`src/rtl/muldiv_pkg.sv`:
```
// Shared encodings for the iterative multiply/divide unit: operation codes,
// controller states and small decode helpers.
package muldiv_pkg;

    typedef enum logic [1:0] {
        OP_MULTU = 2'b00,
        OP_MULT  = 2'b01,
        OP_DIVU  = 2'b10,
        OP_DIV   = 2'b11
    } op_e;

    typedef enum logic [1:0] {
        IDLE = 2'b00,
        RUN  = 2'b01,
        FIX  = 2'b10,
        DONE = 2'b11
    } state_e;

    // Operations whose operands are two's-complement
    function automatic logic is_signed_op(input logic [1:0] op);
        return (op == OP_MULT) || (op == OP_DIV);
    endfunction

    // Operations that run the restoring-division datapath
    function automatic logic is_div_op(input logic [1:0] op);
        return (op == OP_DIVU) || (op == OP_DIV);
    endfunction

endpackage

```
`src/rtl/muldiv_seq_if.sv`:
```
// Request/result bundle between the datapath controller and the multiply/divide unit.
interface muldiv_seq_if #(
    parameter int WIDTH = 32
);
    logic             start;
    logic [1:0]       op;
    logic [WIDTH-1:0] a;
    logic [WIDTH-1:0] b;
    logic             busy;
    logic             done;
    logic [WIDTH-1:0] hi;
    logic [WIDTH-1:0] lo;
    logic             div_by_zero;

    modport master (
        output start, op, a, b,
        input  busy, done, hi, lo, div_by_zero
    );

    modport slave (
        input  start, op, a, b,
        output busy, done, hi, lo, div_by_zero
    );
endinterface

```
`src/rtl/addsub_n.sv`:
```
// N-bit adder/subtractor: subtraction inverts the B operand and injects a carry of one.
module addsub_n #(
    parameter int N = 33
) (
    input  logic [N-1:0] a,
    input  logic [N-1:0] b,
    input  logic         sub,
    output logic [N-1:0] y
);

    logic [N-1:0] b_eff_s;
    logic [N-1:0] cin_s;

    // Select true or complemented B and the matching carry-in
    always_comb begin
        if (sub) begin
            b_eff_s = ~b;
            cin_s   = {{(N-1){1'b0}}, 1'b1};
        end else begin
            b_eff_s = b;
            cin_s   = {N{1'b0}};
        end
    end

    assign y = a + b_eff_s + cin_s;

endmodule

```
`src/rtl/muldiv_seq.sv`:
```
// Iterative multiply/divide unit: one result bit per cycle, shift-add multiply,
// restoring divide, sign correction in a single FIX cycle, results on hi/lo.
module muldiv_seq
    import muldiv_pkg::*;
#(
    parameter int WIDTH = 32
) (
    input  logic        clk,
    input  logic        rst_n,
    muldiv_seq_if.slave bus
);

    localparam int                 CW       = $clog2(WIDTH + 1);
    localparam logic [CW-1:0]      CNT_LAST = CW'(WIDTH);
    localparam logic [CW-1:0]      CNT_ONE  = {{(CW-1){1'b0}}, 1'b1};
    localparam logic [WIDTH-1:0]   ONE_W    = {{(WIDTH-1){1'b0}}, 1'b1};
    localparam logic [2*WIDTH-1:0] ONE_2W   = {{(2*WIDTH-1){1'b0}}, 1'b1};

    state_e           state_q, state_d;
    logic [CW-1:0]    cnt_q, cnt_d;
    logic [1:0]       op_q, op_d;
    logic             sign_a_q, sign_a_d;
    logic             sign_b_q, sign_b_d;
    logic             dbz_pend_q, dbz_pend_d;   // divisor was zero at load
    logic [WIDTH-1:0] opnd_q, opnd_d;           // multiplicand or divisor magnitude
    logic [WIDTH-1:0] acc_hi_q, acc_hi_d;       // product upper half / partial remainder
    logic [WIDTH-1:0] acc_lo_q, acc_lo_d;       // multiplier shifting out / dividend-to-quotient
    logic             busy_q, busy_d;
    logic             done_q, done_d;
    logic             dbz_q, dbz_d;
    logic [WIDTH-1:0] hi_q, hi_d;
    logic [WIDTH-1:0] lo_q, lo_d;

    logic             sign_a_s, sign_b_s;
    logic [WIDTH-1:0] mag_a_s, mag_b_s;
    logic [WIDTH:0]   rem_sh_s, add_a_s, add_b_s, add_y_s, mul_sum_s;
    logic             add_sub_s;
    logic [2*WIDTH-1:0] prod_s, prod_neg_s;
    logic [WIDTH-1:0] quo_neg_s, rem_neg_s;

    // Signs and unsigned magnitudes of the operands presented with start
    always_comb begin
        sign_a_s = is_signed_op(bus.op) & bus.a[WIDTH-1];
        sign_b_s = is_signed_op(bus.op) & bus.b[WIDTH-1];
        if (sign_a_s) begin
            mag_a_s = ~bus.a + ONE_W;
        end else begin
            mag_a_s = bus.a;
        end
        if (sign_b_s) begin
            mag_b_s = ~bus.b + ONE_W;
        end else begin
            mag_b_s = bus.b;
        end
    end

    // Feed the shared adder: accumulate for multiply, trial subtract for divide
    always_comb begin
        rem_sh_s = {acc_hi_q, acc_lo_q[WIDTH-1]};
        add_b_s  = {1'b0, opnd_q};
        if (is_div_op(op_q)) begin
            add_a_s   = rem_sh_s;
            add_sub_s = 1'b1;
        end else begin
            add_a_s   = {1'b0, acc_hi_q};
            add_sub_s = 1'b0;
        end
    end

    addsub_n #(
        .N (WIDTH + 1)
    ) u_addsub (
        .a   (add_a_s),
        .b   (add_b_s),
        .sub (add_sub_s),
        .y   (add_y_s)
    );

    // Two's-complement forms of the raw result used by the sign fix-up
    always_comb begin
        prod_s     = {acc_hi_q, acc_lo_q};
        prod_neg_s = ~prod_s + ONE_2W;
        quo_neg_s  = ~acc_lo_q + ONE_W;
        rem_neg_s  = ~acc_hi_q + ONE_W;
    end

    // Controller next state plus datapath and output next values
    always_comb begin
        state_d    = state_q;
        cnt_d      = cnt_q;
        op_d       = op_q;
        sign_a_d   = sign_a_q;
        sign_b_d   = sign_b_q;
        dbz_pend_d = dbz_pend_q;
        opnd_d     = opnd_q;
        acc_hi_d   = acc_hi_q;
        acc_lo_d   = acc_lo_q;
        hi_d       = hi_q;
        lo_d       = lo_q;
        done_d     = 1'b0;
        dbz_d      = dbz_q;
        mul_sum_s  = {1'b0, acc_hi_q};

        case (state_q)
            IDLE, DONE: begin
                if (bus.start) begin
                    state_d    = RUN;
                    cnt_d      = {CW{1'b0}};
                    op_d       = bus.op;
                    sign_a_d   = sign_a_s;
                    sign_b_d   = sign_b_s;
                    dbz_pend_d = is_div_op(bus.op) && (bus.b == {WIDTH{1'b0}});
                    dbz_d      = 1'b0;
                    acc_hi_d   = {WIDTH{1'b0}};
                    if (is_div_op(bus.op)) begin
                        opnd_d   = mag_b_s;
                        acc_lo_d = mag_a_s;
                    end else begin
                        opnd_d   = mag_a_s;
                        acc_lo_d = mag_b_s;
                    end
                end else begin
                    state_d = IDLE;
                end
            end

            RUN: begin
                cnt_d = cnt_q + CNT_ONE;
                if (is_div_op(op_q)) begin
                    // Non-negative trial difference: keep it and emit a quotient one
                    if (!add_y_s[WIDTH]) begin
                        acc_hi_d = add_y_s[WIDTH-1:0];
                        acc_lo_d = {acc_lo_q[WIDTH-2:0], 1'b1};
                    end else begin
                        acc_hi_d = rem_sh_s[WIDTH-1:0];
                        acc_lo_d = {acc_lo_q[WIDTH-2:0], 1'b0};
                    end
                end else begin
                    if (acc_lo_q[0]) begin
                        mul_sum_s = add_y_s;
                    end else begin
                        mul_sum_s = {1'b0, acc_hi_q};
                    end
                    acc_hi_d = mul_sum_s[WIDTH:1];
                    acc_lo_d = {mul_sum_s[0], acc_lo_q[WIDTH-1:1]};
                end
                if (cnt_d == CNT_LAST) begin
                    state_d = FIX;
                end else begin
                    state_d = RUN;
                end
            end

            FIX: begin
                state_d = DONE;
                done_d  = 1'b1;
                dbz_d   = dbz_pend_q;
                if (is_div_op(op_q)) begin
                    if (dbz_pend_q) begin
                        lo_d = {WIDTH{1'b1}};
                    end else if (sign_a_q ^ sign_b_q) begin
                        lo_d = quo_neg_s;
                    end else begin
                        lo_d = acc_lo_q;
                    end
                    // Remainder follows the dividend's sign (truncating division)
                    if (sign_a_q) begin
                        hi_d = rem_neg_s;
                    end else begin
                        hi_d = acc_hi_q;
                    end
                end else begin
                    if (sign_a_q ^ sign_b_q) begin
                        {hi_d, lo_d} = prod_neg_s;
                    end else begin
                        {hi_d, lo_d} = prod_s;
                    end
                end
            end

            default: begin
                state_d = IDLE;
            end
        endcase

        busy_d = (state_d == RUN) || (state_d == FIX);
    end

    // All state and output registers; reset aborts any operation in flight
    always_ff @(posedge clk) begin
        if (!rst_n) begin
            state_q    <= IDLE;
            cnt_q      <= {CW{1'b0}};
            op_q       <= 2'b00;
            sign_a_q   <= 1'b0;
            sign_b_q   <= 1'b0;
            dbz_pend_q <= 1'b0;
            opnd_q     <= {WIDTH{1'b0}};
            acc_hi_q   <= {WIDTH{1'b0}};
            acc_lo_q   <= {WIDTH{1'b0}};
            busy_q     <= 1'b0;
            done_q     <= 1'b0;
            dbz_q      <= 1'b0;
            hi_q       <= {WIDTH{1'b0}};
            lo_q       <= {WIDTH{1'b0}};
        end else begin
            state_q    <= state_d;
            cnt_q      <= cnt_d;
            op_q       <= op_d;
            sign_a_q   <= sign_a_d;
            sign_b_q   <= sign_b_d;
            dbz_pend_q <= dbz_pend_d;
            opnd_q     <= opnd_d;
            acc_hi_q   <= acc_hi_d;
            acc_lo_q   <= acc_lo_d;
            busy_q     <= busy_d;
            done_q     <= done_d;
            dbz_q      <= dbz_d;
            hi_q       <= hi_d;
            lo_q       <= lo_d;
        end
    end

    assign bus.busy        = busy_q;
    assign bus.done        = done_q;
    assign bus.div_by_zero = dbz_q;
    assign bus.hi          = hi_q;
    assign bus.lo          = lo_q;

endmodule

```
`src/flat_wrapper.sv`:
```
// flat-port wrapper written by rule: the top's interface ports become plain ports
module muldiv_seq_flat import muldiv_pkg::*;
#(
    parameter int WIDTH = 32
)
  (clk, rst_n, bus_start, bus_op, bus_a, bus_b, bus_busy, bus_done, bus_hi, bus_lo, bus_div_by_zero);
  muldiv_seq_if #(.WIDTH(WIDTH)) bus_i ();
  input  logic clk;
  input  logic rst_n;
  input wire logic [$bits(bus_i.start)-1:0] bus_start;
  input wire logic [$bits(bus_i.op)-1:0] bus_op;
  input wire logic [$bits(bus_i.a)-1:0] bus_a;
  input wire logic [$bits(bus_i.b)-1:0] bus_b;
  output wire logic [$bits(bus_i.busy)-1:0] bus_busy;
  output wire logic [$bits(bus_i.done)-1:0] bus_done;
  output wire logic [$bits(bus_i.hi)-1:0] bus_hi;
  output wire logic [$bits(bus_i.lo)-1:0] bus_lo;
  output wire logic [$bits(bus_i.div_by_zero)-1:0] bus_div_by_zero;
  assign bus_i.start = bus_start;
  assign bus_i.op = bus_op;
  assign bus_i.a = bus_a;
  assign bus_i.b = bus_b;
  assign bus_busy = bus_i.busy;
  assign bus_done = bus_i.done;
  assign bus_hi = bus_i.hi;
  assign bus_lo = bus_i.lo;
  assign bus_div_by_zero = bus_i.div_by_zero;
  muldiv_seq #(.WIDTH(WIDTH)) u_core (.clk(clk), .rst_n(rst_n), .bus(bus_i));
endmodule
```
`config.mk`:
```
export PLATFORM = sky130hd
export DESIGN_NAME = muldiv_seq_flat
export DESIGN_NICKNAME = d
export VERILOG_FILES = /design/src/rtl/muldiv_pkg.sv /design/src/rtl/muldiv_seq_if.sv /design/src/rtl/addsub_n.sv /design/src/rtl/muldiv_seq.sv /design/src/flat_wrapper.sv
export SDC_FILE = /design/constraint.sdc
export NUM_CORES = 1
export LEC_CHECK = 0
export CELL_PAD_IN_SITES_DETAIL_PLACEMENT = 1
export CELL_PAD_IN_SITES_GLOBAL_PLACEMENT = 1
export CORE_MARGIN = 1
export CORE_UTILIZATION = 35
export DETAILED_ROUTE_END_ITERATION = 12
export PLACE_DENSITY = 0.8
export SETUP_SLACK_MARGIN = 0.02
export SYNTH_ARGS = -nofsm -noshare
export SYNTH_HDL_FRONTEND = slang
export SYNTH_HIERARCHICAL = 1
export SYNTH_SLANG_ARGS = --single-unit
```
`constraint.sdc`:
```
create_clock -name clk -period 5.5 [get_ports clk]
set_input_delay 1.1 -clock clk [delete_from_list [all_inputs] [get_ports clk]]
set_output_delay 1.1 -clock clk [all_outputs]
set_load 0.05 [all_outputs]
```
=== Word level (Yosys, flattened, before mapping) ===
Index checks and enable logic that the tools add are counted.

* Add/subtract/negate cells: 8
* Multiply operators: 0
* Divide/modulo/power cells: 0
* Order comparisons: 0
* Equal/unequal tests: 12
* Shifts and indexed selects: 0
* Multiplexer cells: 32
* Bitwise operators: 9
* Reduce and logical (&&, ||, !) cells: 13

{| class="wikitable"
|+ Operator list
! cell !! number
|-
| two-way mux 32 bit || 16
|-
| adder 32 x 1 -> 32 bit, second input constant || 4
|-
| inverter 32 bit || 4
|-
| case mux 32 bit (2 select lines) || 2
|-
| two-way mux 33 bit || 3
|-
| adder 33 bit || 2
|-
| adder 64 x 1 -> 64 bit, second input constant || 1
|-
| inverter 64 bit || 1
|-
| inverter 32 -> 33 bit || 1
|-
| zero test 32 bit || 1
|-
| == test 2 bit, second input constant || 7
|-
| case mux 6 bit (2 select lines) || 1
|-
| adder 6 x 1 -> 6 bit, second input constant || 1
|-
| == test 2 x 1 -> 1 bit, second input constant || 3
|-
| == test 6 bit, second input constant || 1
|-
| two-way mux 1 bit || 6
|-
| two-way mux 6 bit || 1
|-
| case mux 2 bit (3 select lines) || 1
|-
| AND reduction 2 bit || 3
|-
| logical OR 1 bit || 4
|-
| nonzero test 2 bit || 2
|-
| bitwise AND 1 bit || 2
|-
| zero test 2 bit || 1
|-
| two-way mux 2 bit || 1
|-
| 5 further kinds || 5
|}

* Flip-flop bits (word level): 176
* Latch bits: 0
* RAM bits: 0
* ROM bits: 0
* Input port bits: 69
* Logic and storage cells: 88
* Memories: 0

=== Longest topological paths before layout ===
Gate-level depths: netlist (run 1).

* Depth in word-level cells: 9
* Gate-level depth with buffers: 23
* Depth with buffers taken out: 16

=== Hierarchy ===
The synthesis (run 1) kept the hierarchy.

{| class="wikitable"
|+ Modules (own cells, without submodules)
! module !! instances !! cells each !! area an instance (um^2)
|-
| muldiv_seq || 1 || 1625 || 12424.4
|-
| addsub_n || 1 || 293 || 2049.5
|}

=== Worst setup path after synthesis (run 1) ===
OpenSTA, ideal clock, no wires.

* Path kind: register -> register
* Start point: register u_core.op_q[1]
* End point: register u_core.acc_hi_q[13]
* Setup time: 0.128 ns
* Arrival time: 4.817 ns
* Required time: 5.372 ns
* Setup slack: 0.556 ns
* Stages on the path, launching flop included: 22
* Path buffers: 8
* Clock period less this slack: 4.944 ns
* Cells stage by stage: dfxtp_1 > buf_2 > buf_2 > buf_1 > buf_2 > buf_2 > mux2_2 > ha_1 > clkbuf_2 > a211o_1 > a21oi_1 > o211ai_1 > a21o_1 > a21oi_1 > o21ai_0 > xnor2_1 > clkbuf_1 > clkbuf_1 > mux2i_1 > nand2_1 > a32oi_1 > nor2_1

* Elaborated cells on any way between the ends: 13
* Classes of those cells: add/sub: 2; eq/ne: 2; mux: 8; reduce/logical: 1

{| class="wikitable"
|+ RTL lines
! item !! RTL line !! source
|-
| start: declaration || muldiv_seq.sv:21 || <nowiki>logic [1:0] op_q, op_d;</nowiki>
|-
| start signal: assignment || muldiv_seq.sv:209 || <nowiki>op_q <= op_d;</nowiki>
|-
| == test 2 bit || muldiv_pkg.sv:26 || <nowiki>return (op == OP_DIVU) || (op == OP_DIV);</nowiki>
|-
| logical OR 1 bit * || muldiv_pkg.sv:26 ||
|-
| two-way mux 33 bit * || muldiv_seq.sv:61 || <nowiki>if (is_div_op(op_q)) begin</nowiki>
|-
| via u_core.add_a_s[15] || muldiv_seq.sv:36 || <nowiki>logic [WIDTH:0] rem_sh_s, add_a_s, add_b_s, add_y_s, mul_sum_s;</nowiki>
|-
| adder 33 bit * (2 in a row) || addsub_n.sv:25 || <nowiki>assign y = a + b_eff_s + cin_s;</nowiki>
|-
| via u_core.add_y_s[32] || muldiv_seq.sv:36 ||
|-
| two-way mux 32 bit * || muldiv_seq.sv:131 || <nowiki>if (!add_y_s[WIDTH]) begin</nowiki>
|-
| two-way mux 32 bit * || muldiv_seq.sv:129 || <nowiki>if (is_div_op(op_q)) begin</nowiki>
|-
| case mux 32 bit (2 select lines) * || muldiv_seq.sv:104 || <nowiki>case (state_q)</nowiki>
|-
| end signal: assignment || muldiv_seq.sv:199 || <nowiki>acc_hi_q <= {WIDTH{1'b0}};</nowiki>
|-
| end signal: assignment || muldiv_seq.sv:214 || <nowiki>acc_hi_q <= acc_hi_d;</nowiki>
|-
| end: declaration || muldiv_seq.sv:26 || <nowiki>logic [WIDTH-1:0] acc_hi_q, acc_hi_d;</nowiki>
|}

Mark *: on every way through the listed nets, which the timed path passes. The rest lies on a longest branch.
A chain may end at the register's enable or synchronous reset.

=== Final worst setup path (run 1) ===
* Start point: register u_core.op_q[1]
* End point: register u_core.acc_hi_q[15]

* Longest elaborated chain between the ends: 9
* Elaborated cells on any way between the ends: 13
* Classes of those cells: add/sub: 2; eq/ne: 2; mux: 8; reduce/logical: 1

{| class="wikitable"
|+ RTL lines
! item !! RTL line !! source
|-
| == test 2 bit || muldiv_pkg.sv:26 ||
|-
| logical OR 1 bit * || muldiv_pkg.sv:26 ||
|-
| two-way mux 1 bit || muldiv_seq.sv:61 ||
|-
| two-way mux 33 bit || addsub_n.sv:16 || <nowiki>if (sub) begin</nowiki>
|-
| adder 33 bit || addsub_n.sv:25 ||
|-
| adder 33 bit * || addsub_n.sv:25 ||
|-
| via u_core.add_y_s[32] || muldiv_seq.sv:36 ||
|-
| two-way mux 32 bit * || muldiv_seq.sv:131 ||
|-
| two-way mux 32 bit * || muldiv_seq.sv:129 ||
|-
| case mux 32 bit (2 select lines) * || muldiv_seq.sv:104 ||
|}

Marked as above.

==> results of run 1 <==
sequential cells by signal, indices dropped and copies added, names as in the netlist:
signal and cells:
u_core/acc_hi_q 32, u_core/acc_lo_q 32, u_core/bus.busy 1, u_core/bus.div_by_zero 1
u_core/bus.done 1, u_core/bus.hi 32, u_core/bus.lo 32, u_core/cnt_q 6
u_core/dbz_pend_q 1, u_core/op_q 1, u_core/opnd_q 32, u_core/sign_a_q 1
u_core/sign_b_q 1, u_core/state_q 2
metrics by stage:
step           total power [mW]  setup WS [ns]
2_1_floorplan              2.23          0.556
3_3_place_gp               2.59          0.930
3_5_place_dp               2.62          0.655
4_1_cts                    3.87          0.644
5_1_grt                    4.03          0.281
6_report                   3.88          0.555
power by group through the flow:
| stage | registers [mW] | clock network (mW) | logic (mW) |
|---|---|---|---|
| floorplan | 1.40 | 0 | 0.827 |
| global placement | 1.48 | 0 | 1.10 |
| detailed placement | 1.49 | 0 | 1.13 |
| CTS | 1.46 | 1.27 | 1.14 |
| global route | 1.47 | 1.31 | 1.25 |
| finish | 1.47 | 1.25 | 1.16 |
path summary, 6_finish.rpt:
path                     from                  end  depth (start not counted)
min          u_core/opnd_q[2]     u_core/opnd_q[2]                          2
max            u_core/op_q[1]  u_core/acc_hi_q[15]                         15
min reg2reg  u_core/opnd_q[2]     u_core/opnd_q[2]                          2
max reg2reg    u_core/op_q[1]  u_core/acc_hi_q[15]                         15
metal layers:
layer | up-vias | part of all wire (%) | wire length [um] | global-route usage [%]
li1 | 7078 | - | - | -
met4 | 0 | 3.0 | 1690 | 10.2
met3 | 104 | 6.1 | 3460 | 3.63
met1 | 7620 | 45 | 25300 | 36.4
met2 | 561 | 46 | 26100 | 42.1
met5 | - | 0 | 0 | 0
synthesized netlist by cell type (all sizes together), types with 24 or more instances:
library cell	number
buf	41
clkbuf	129
mux2i	83
o21ai	161
a32oi	33
o211ai	24
inv	33
nor4	41
nor2	163
nand2	153
mux2	50
nand4	26
nand3	62
xor2	86
a21oi	171
nor3	53
xnor2	77
a31oi	30
dfxtp	175
ha	38
worst max-delay path: stages (launching register included):
cell and delay [ns]:
dfxtp_4 1.03, buf_4 0.46, xor2_1 0.20, ha_1 0.34, a211o_1 0.32, a21oi_1 0.21
o211ai_1 0.13, a21o_1 0.17, a21oi_1 0.28, o21ai_0 0.22, xnor2_2 0.18, buf_4 0.52
mux2i_1 0.28, nand2_1 0.09, a32oi_1 0.24, nor2_1 0.07
kinds of logic after synthesis:
| logic type | count (synthesis) | share of synthesized area (%) |
|---|---|---|
| fa+ha+maj | 39 | 3.42 |
| mux | 133 | 9.63 |
| simple gates | 630 | 22.2 |
| other cells | 1 | 0.0259 |
| xor+xnor | 163 | 9.86 |
| compound gates | 573 | 24.9 |
| buf+inv | 204 | 5.77 |
| flops | 175 | 24.2 |
layout make-up:
type                    instances  share of cell area [%]
multi-input cells            1539                    61.2
clock inverters                14                   0.896
diodes                          1                  0.0151
clock buffers                  18                    2.64
repair buffers                162                    9.34
inverters                      33                   0.746
well taps                     532                    4.01
flip-flops and latches        175                    21.1
==> key figures, run 1 <==
Route
  • DRT iter0 DRCs: 1525
  • Pre-antenna DRT Iters: 5
  • Vias: 15400
  • Wirelength per Cell: 22.9 um
  • ANT nets after route: 0
  • Via density: 6.21
  • Post-route DRC: 0
  • Routed Wire Length: 56.6 mm

Cells and area
  • Layout cells sized above 1: 7.93%
  • Final Cell Area: 0.0166 sq mm
  • Commonest non-fill, non-tap cell in the layout: dfxtp_1
  • Core Util, Final: 40.7%
  • Final nets: 2036
  • Multi-input gate area: 0.0102 sq mm
  • Register area: 0.00351 sq mm
  • Non-filler instance count after layout: 2474
  • Most frequent cells in the layout: dfxtp_1, a21oi_1, nor2_1
  • Fillers: 4960
  • Syn-to-layout area delta: 14.8%

STA
  • Tightest hold margin: 0.470 ns
  • Final Cycle Share: 89.9%
  • Final Critical Period: 4.95 ns
  • RSZ-0062 raised after global routing: no
  • Fmax: 202 MHz
  • Final Hold Fails: 0
  • Slew headroom: 23.0%
  • Fin Setup TNS: 0 ns
  • Layout Skew: 0.0179 ns
  • Finish-stage setup viols: 0
  • Fin. max-slew vios: 0
  • Pin slew with the least headroom to its limit: 1.14 ns

Floorplan
  • Core Box Area: 0.0408 sq mm
  • Die ar.: 0.0422 sq mm
  • Number of placement rows: 74
  • Die Ht: 205 um
  • IO Pins: 136
  • Initial Util: 35.4%
  • Die width: 205 um

Clock tree
  • Clock Path Buffers: 2
  • Cts repair resizes: 0
  • CTS sink count: 175
  • Clock Latency Late Sink: 0.46 ns
  • Root buffer cell: clkbuf_16
  • Cts bufs inserted: 17
  • CTS tree: done
  • Setup repair bufs after CTS: 0
  • # hold bufs at CTS: 0
  • Clock-pin slew on the worst setup and hold paths: 0.07 ns
  • H-Tree Depth: 4

Place
  • Cell count after placement: 2441
  • Port bufs: 135
  • Detailed placer's ending HPWL: 42.6 mm
  • Final Wtd Congestion: 0.951
  • DP Area: 0.0160 sq mm

Logic synthesis
  • Mapped Area: 0.0145 sq mm
  • Syn Area/Cell: 7.55 sq um
  • Asr flop ratio synth: 0%
  • Dominant synthesized flop cell: dfxtp_1
  • Area share of the largest cell type after synthesis: 24.2%
  • Distinct cells, synth: 86
  • Largest cells by area after synthesis: dfxtp_1, a21oi_1, mux2i_1, o21ai_0, xor2_1
  • #FFs+latches synth: 175
  • Yosys warnings: 6
  • Synth area leader: dfxtp_1
  • Cell count after synthesis: 1918
  • Seq/Total Area, Yosys: 24.2%
  • EDFF count, synth: 0
  • Syn Nets: 2026

Power
  • Comb power frac: 29.9%
  • Power Density: 234 mW/mm^2
  • Internal power: 2.41 mW
  • Sw Share: 37.8%
  • Leakage Power: 6.38 nW
  • Peak supply drop: 0.225 mV
  • Clock Power Share: 32.2%
  • Net switching power: 1.47 mW
  • Seq pwr share: 37.8%

GRT
  • Antenna violations before repair: 0
  • Total track usage: 26.6%
  • GR Overflow Total: 0
  • Largest net degree at the start of global routing: 89
  • First-pass GRT wire length: 87.8 mm
  • Vias in the first global route: 15000

Setup path
  • Worst Path Arrival: 5.27 ns
  • Worst Path Max Fanout: 75
  • Critical path capture point type: flop
  • Crit path kind: reg2reg
  • Required @ worst endpoint: 5.82 ns
  • Register-to-register setup slack: 0.55 ns
  • Crit path launch type: flop

Job
  • Max_cap viols: 0

Outcome
  • Status: finished clean

Min path
  • Worst hold path class: reg2reg
Power figures use the tool's default switching activity.
==> run 2: changes to the inputs <==
--- a/config.mk
+++ b/config.mk
@@ -12,6 +12,7 @@
 export DETAILED_ROUTE_END_ITERATION = 12
 export PLACE_DENSITY = 0.8
 export SETUP_SLACK_MARGIN = 0.02
+export SLEW_MARGIN = 25
 export SYNTH_ARGS = -nofsm -noshare
 export SYNTH_HDL_FRONTEND = slang
 export SYNTH_HIERARCHICAL = 1
==> run 2 against run 1 <==
Compared with the run above: highest routed layer unchanged; largest cell class unchanged; sequential share of layout area about the same; critical endpoint unchanged; clock power hardly changed; clock skew fell by 0.0013 ns; first-iteration DRC count shrank 5.8%; via count rose by 0.34%; count of clock-buffer cells in the layout unchanged.
==> key figures, run 2 (synthesis gave the netlist of run 1 again) <==
STA
  • Layout Skew: 0.0167 ns (-0.00126 ns)
  • Tightest hold margin: 0.470 ns (+0.000143 ns)
  • Final Cycle Share: 89.5% (-0.44 points)
  • Slew headroom: 31.5% (+8.5 points)
  • RSZ-0062 raised after global routing: no
  • Finish-stage setup viols: 0 (unchanged)
  • Fmax: 203 MHz (+0.49%)
  • Pin slew with the least headroom to its limit: 1.03 ns (-0.112 ns)
  • Final Hold Fails: 0 (unchanged)
  • Fin Setup TNS: 0 ns (unchanged)
  • Final Critical Period: 4.92 ns (-0.0243 ns)
  • Fin. max-slew vios: 0 (unchanged)

Setup path
  • CP cell instances: buf_4 > xor2_1 > ha_1 > a211o_1 > a21oi_1 > o211ai_1 > a21o_1 > a21oi_1 > o21ai_0 > xnor2_2 > buf_4 > mux2i_1 > nand2_1 > a32oi_1 > nor2_1
  • Required @ worst endpoint: 5.82 ns (about the same)
  • Crit-path max cell delay: 1.03 ns (about the same)
  • Crit path kind: reg2reg
  • CP max stage cell: dfxtp_4
  • Crit path launch type: flop
  • Worst Path Max Fanout: 75 (unchanged)
  • Worst Path Arrival: 5.24 ns (-0.03 ns)
  • Critical path capture point type: flop

Cells and area
  • Syn-to-layout area delta: 14.8% (about the same)
  • Layout cells sized above 1: 7.99% (+0.052 points)
  • Final nets: 2036 (unchanged)
  • Non-filler instance count after layout: 2474 (unchanged)
  • Commonest non-fill, non-tap cell in the layout: dfxtp_1
  • Most frequent cells in the layout: dfxtp_1, a21oi_1, nor2_1

Clock tree
  • Root buffer cell: clkbuf_16
  • Setup repair bufs after CTS: 0 (unchanged)
  • CTS tree: done
  • Cts repair resizes: 0 (unchanged)
  • CTS sink count: 175 (unchanged)
  • Clock-pin slew on the worst setup and hold paths: 0.07 ns (about the same)
  • Clock Latency Late Sink: 0.46 ns (about the same)
  • # hold bufs at CTS: 0 (unchanged)
  • H-Tree Depth: 4 (unchanged)
  • Cts bufs inserted: 17 (unchanged)
  • Clock Path Buffers: 2 (unchanged)

GRT
  • First-pass GRT wire length: 87.8 mm (unchanged)
  • Vias in the first global route: 15000 (unchanged)
  • GR Overflow Total: 0 (unchanged)
  • Antenna violations before repair: 0 (unchanged)
  • Largest net degree at the start of global routing: 89 (unchanged)
  • Total track usage: 26.6% (unchanged)

Power
  • Power Density: 234 mW/mm^2 (about the same)
  • Peak supply drop: 0.226 mV (+0.37%)
  • Leakage Power: 6.39 nW (about the same)

Floorplan
  • Die width: 205 um (unchanged)
  • Die Ht: 205 um (unchanged)
  • Initial Util: 35.4% (unchanged)
  • Number of placement rows: 74 (unchanged)
  • Die ar.: 0.0422 sq mm (unchanged)
  • IO Pins: 136 (unchanged)
  • Core Box Area: 0.0408 sq mm (unchanged)

Route
  • Wirelength per Cell: 22.9 um (about the same)
  • DRT iter0 DRCs: 1437 (-5.8%)
  • Via density: 6.23 (+0.34%)
  • Routed Wire Length: 56.6 mm (about the same)
  • Pre-antenna DRT Iters: 5 (unchanged)
  • ANT nets after route: 0 (unchanged)
  • Post-route DRC: 0 (unchanged)
  • Vias: 15400 (+0.34%)

Place
  • Port bufs: 135 (unchanged)
  • Detailed placer's ending HPWL: 42.6 mm (unchanged)
  • Final Wtd Congestion: 0.951 (unchanged)
  • Cell count after placement: 2441 (unchanged)

Job
  • Max_cap viols: 0 (unchanged)

Min path
  • Worst hold path class: reg2reg

Outcome
  • Status: finished clean
## run 2: stage by stage
step / power, mW / instance area (sq um) / util, % / setup WS, ns
final: 3.88 / 16600 / 40.7 / 0.579
after global routing: 4.03 / 16600 / 40.7 / 0.281
after CTS: 3.87 / 16600 / 40.7 / 0.644
after detailed placement: 2.62 / 16000 / 39.2 / 0.655
after global placement: 2.59 / 16000 / 39.2 / 0.930
after floorplan: 2.23 / 14500 / - / 0.556
## run 2: worst paths after layout
check / slack, ns / depth (start not counted) / from / endpoint
worst max register to register: 0.58 / 15 / u_core/op_q[1] / u_core/acc_hi_q[15]
worst max-delay path: 0.58 / 15 / u_core/op_q[1] / u_core/acc_hi_q[15]
worst min-delay path: 0.47 / 2 / u_core/opnd_q[2] / u_core/opnd_q[2]
worst min register to register: 0.47 / 2 / u_core/opnd_q[2] / u_core/opnd_q[2]
## run 2: per-layer routing
layer  track usage [%]  up-vias  wire, um
met2              42.1      569     26200
li1                  -     7074         -
met1              36.4     7676     25400
met4              10.2        0      1650
met3              3.63       97      3430
met5                 0        -         0
## run 2: layout make-up
type / instances / area (sq um)
Antenna cell: 1 / 2.50
Clock buffer: 18 / 439
Clock inverter: 14 / 149
Fill cell: 4959 / 24200
Inverter: 33 / 124
Multi-Input combinational cell: 1539 / 10200
Sequential cell: 175 / 3510
Tap cell: 532 / 666
Timing Repair Buffer: 162 / 1550
## run 2: power by group
group,total [mW],internal (mW),switching [mW]
registers,1.47,1.33,0.143
clock network,1.25,0.652,0.598
logic,1.16,0.436,0.727
total,3.88,2.41,1.47
## run 2: critical path: cells and delay by family, from the launching register on
| family | cells | cell delay, ns |
|---|---|---|
| flops | 1 | 1.03 |
| fa+ha+maj | 1 | 0.34 |
| simple gates | 2 | 0.15 |
| mux | 1 | 0.28 |
| buf+inv | 2 | 0.98 |
| xor+xnor | 2 | 0.38 |
| compound gates | 7 | 1.55 |
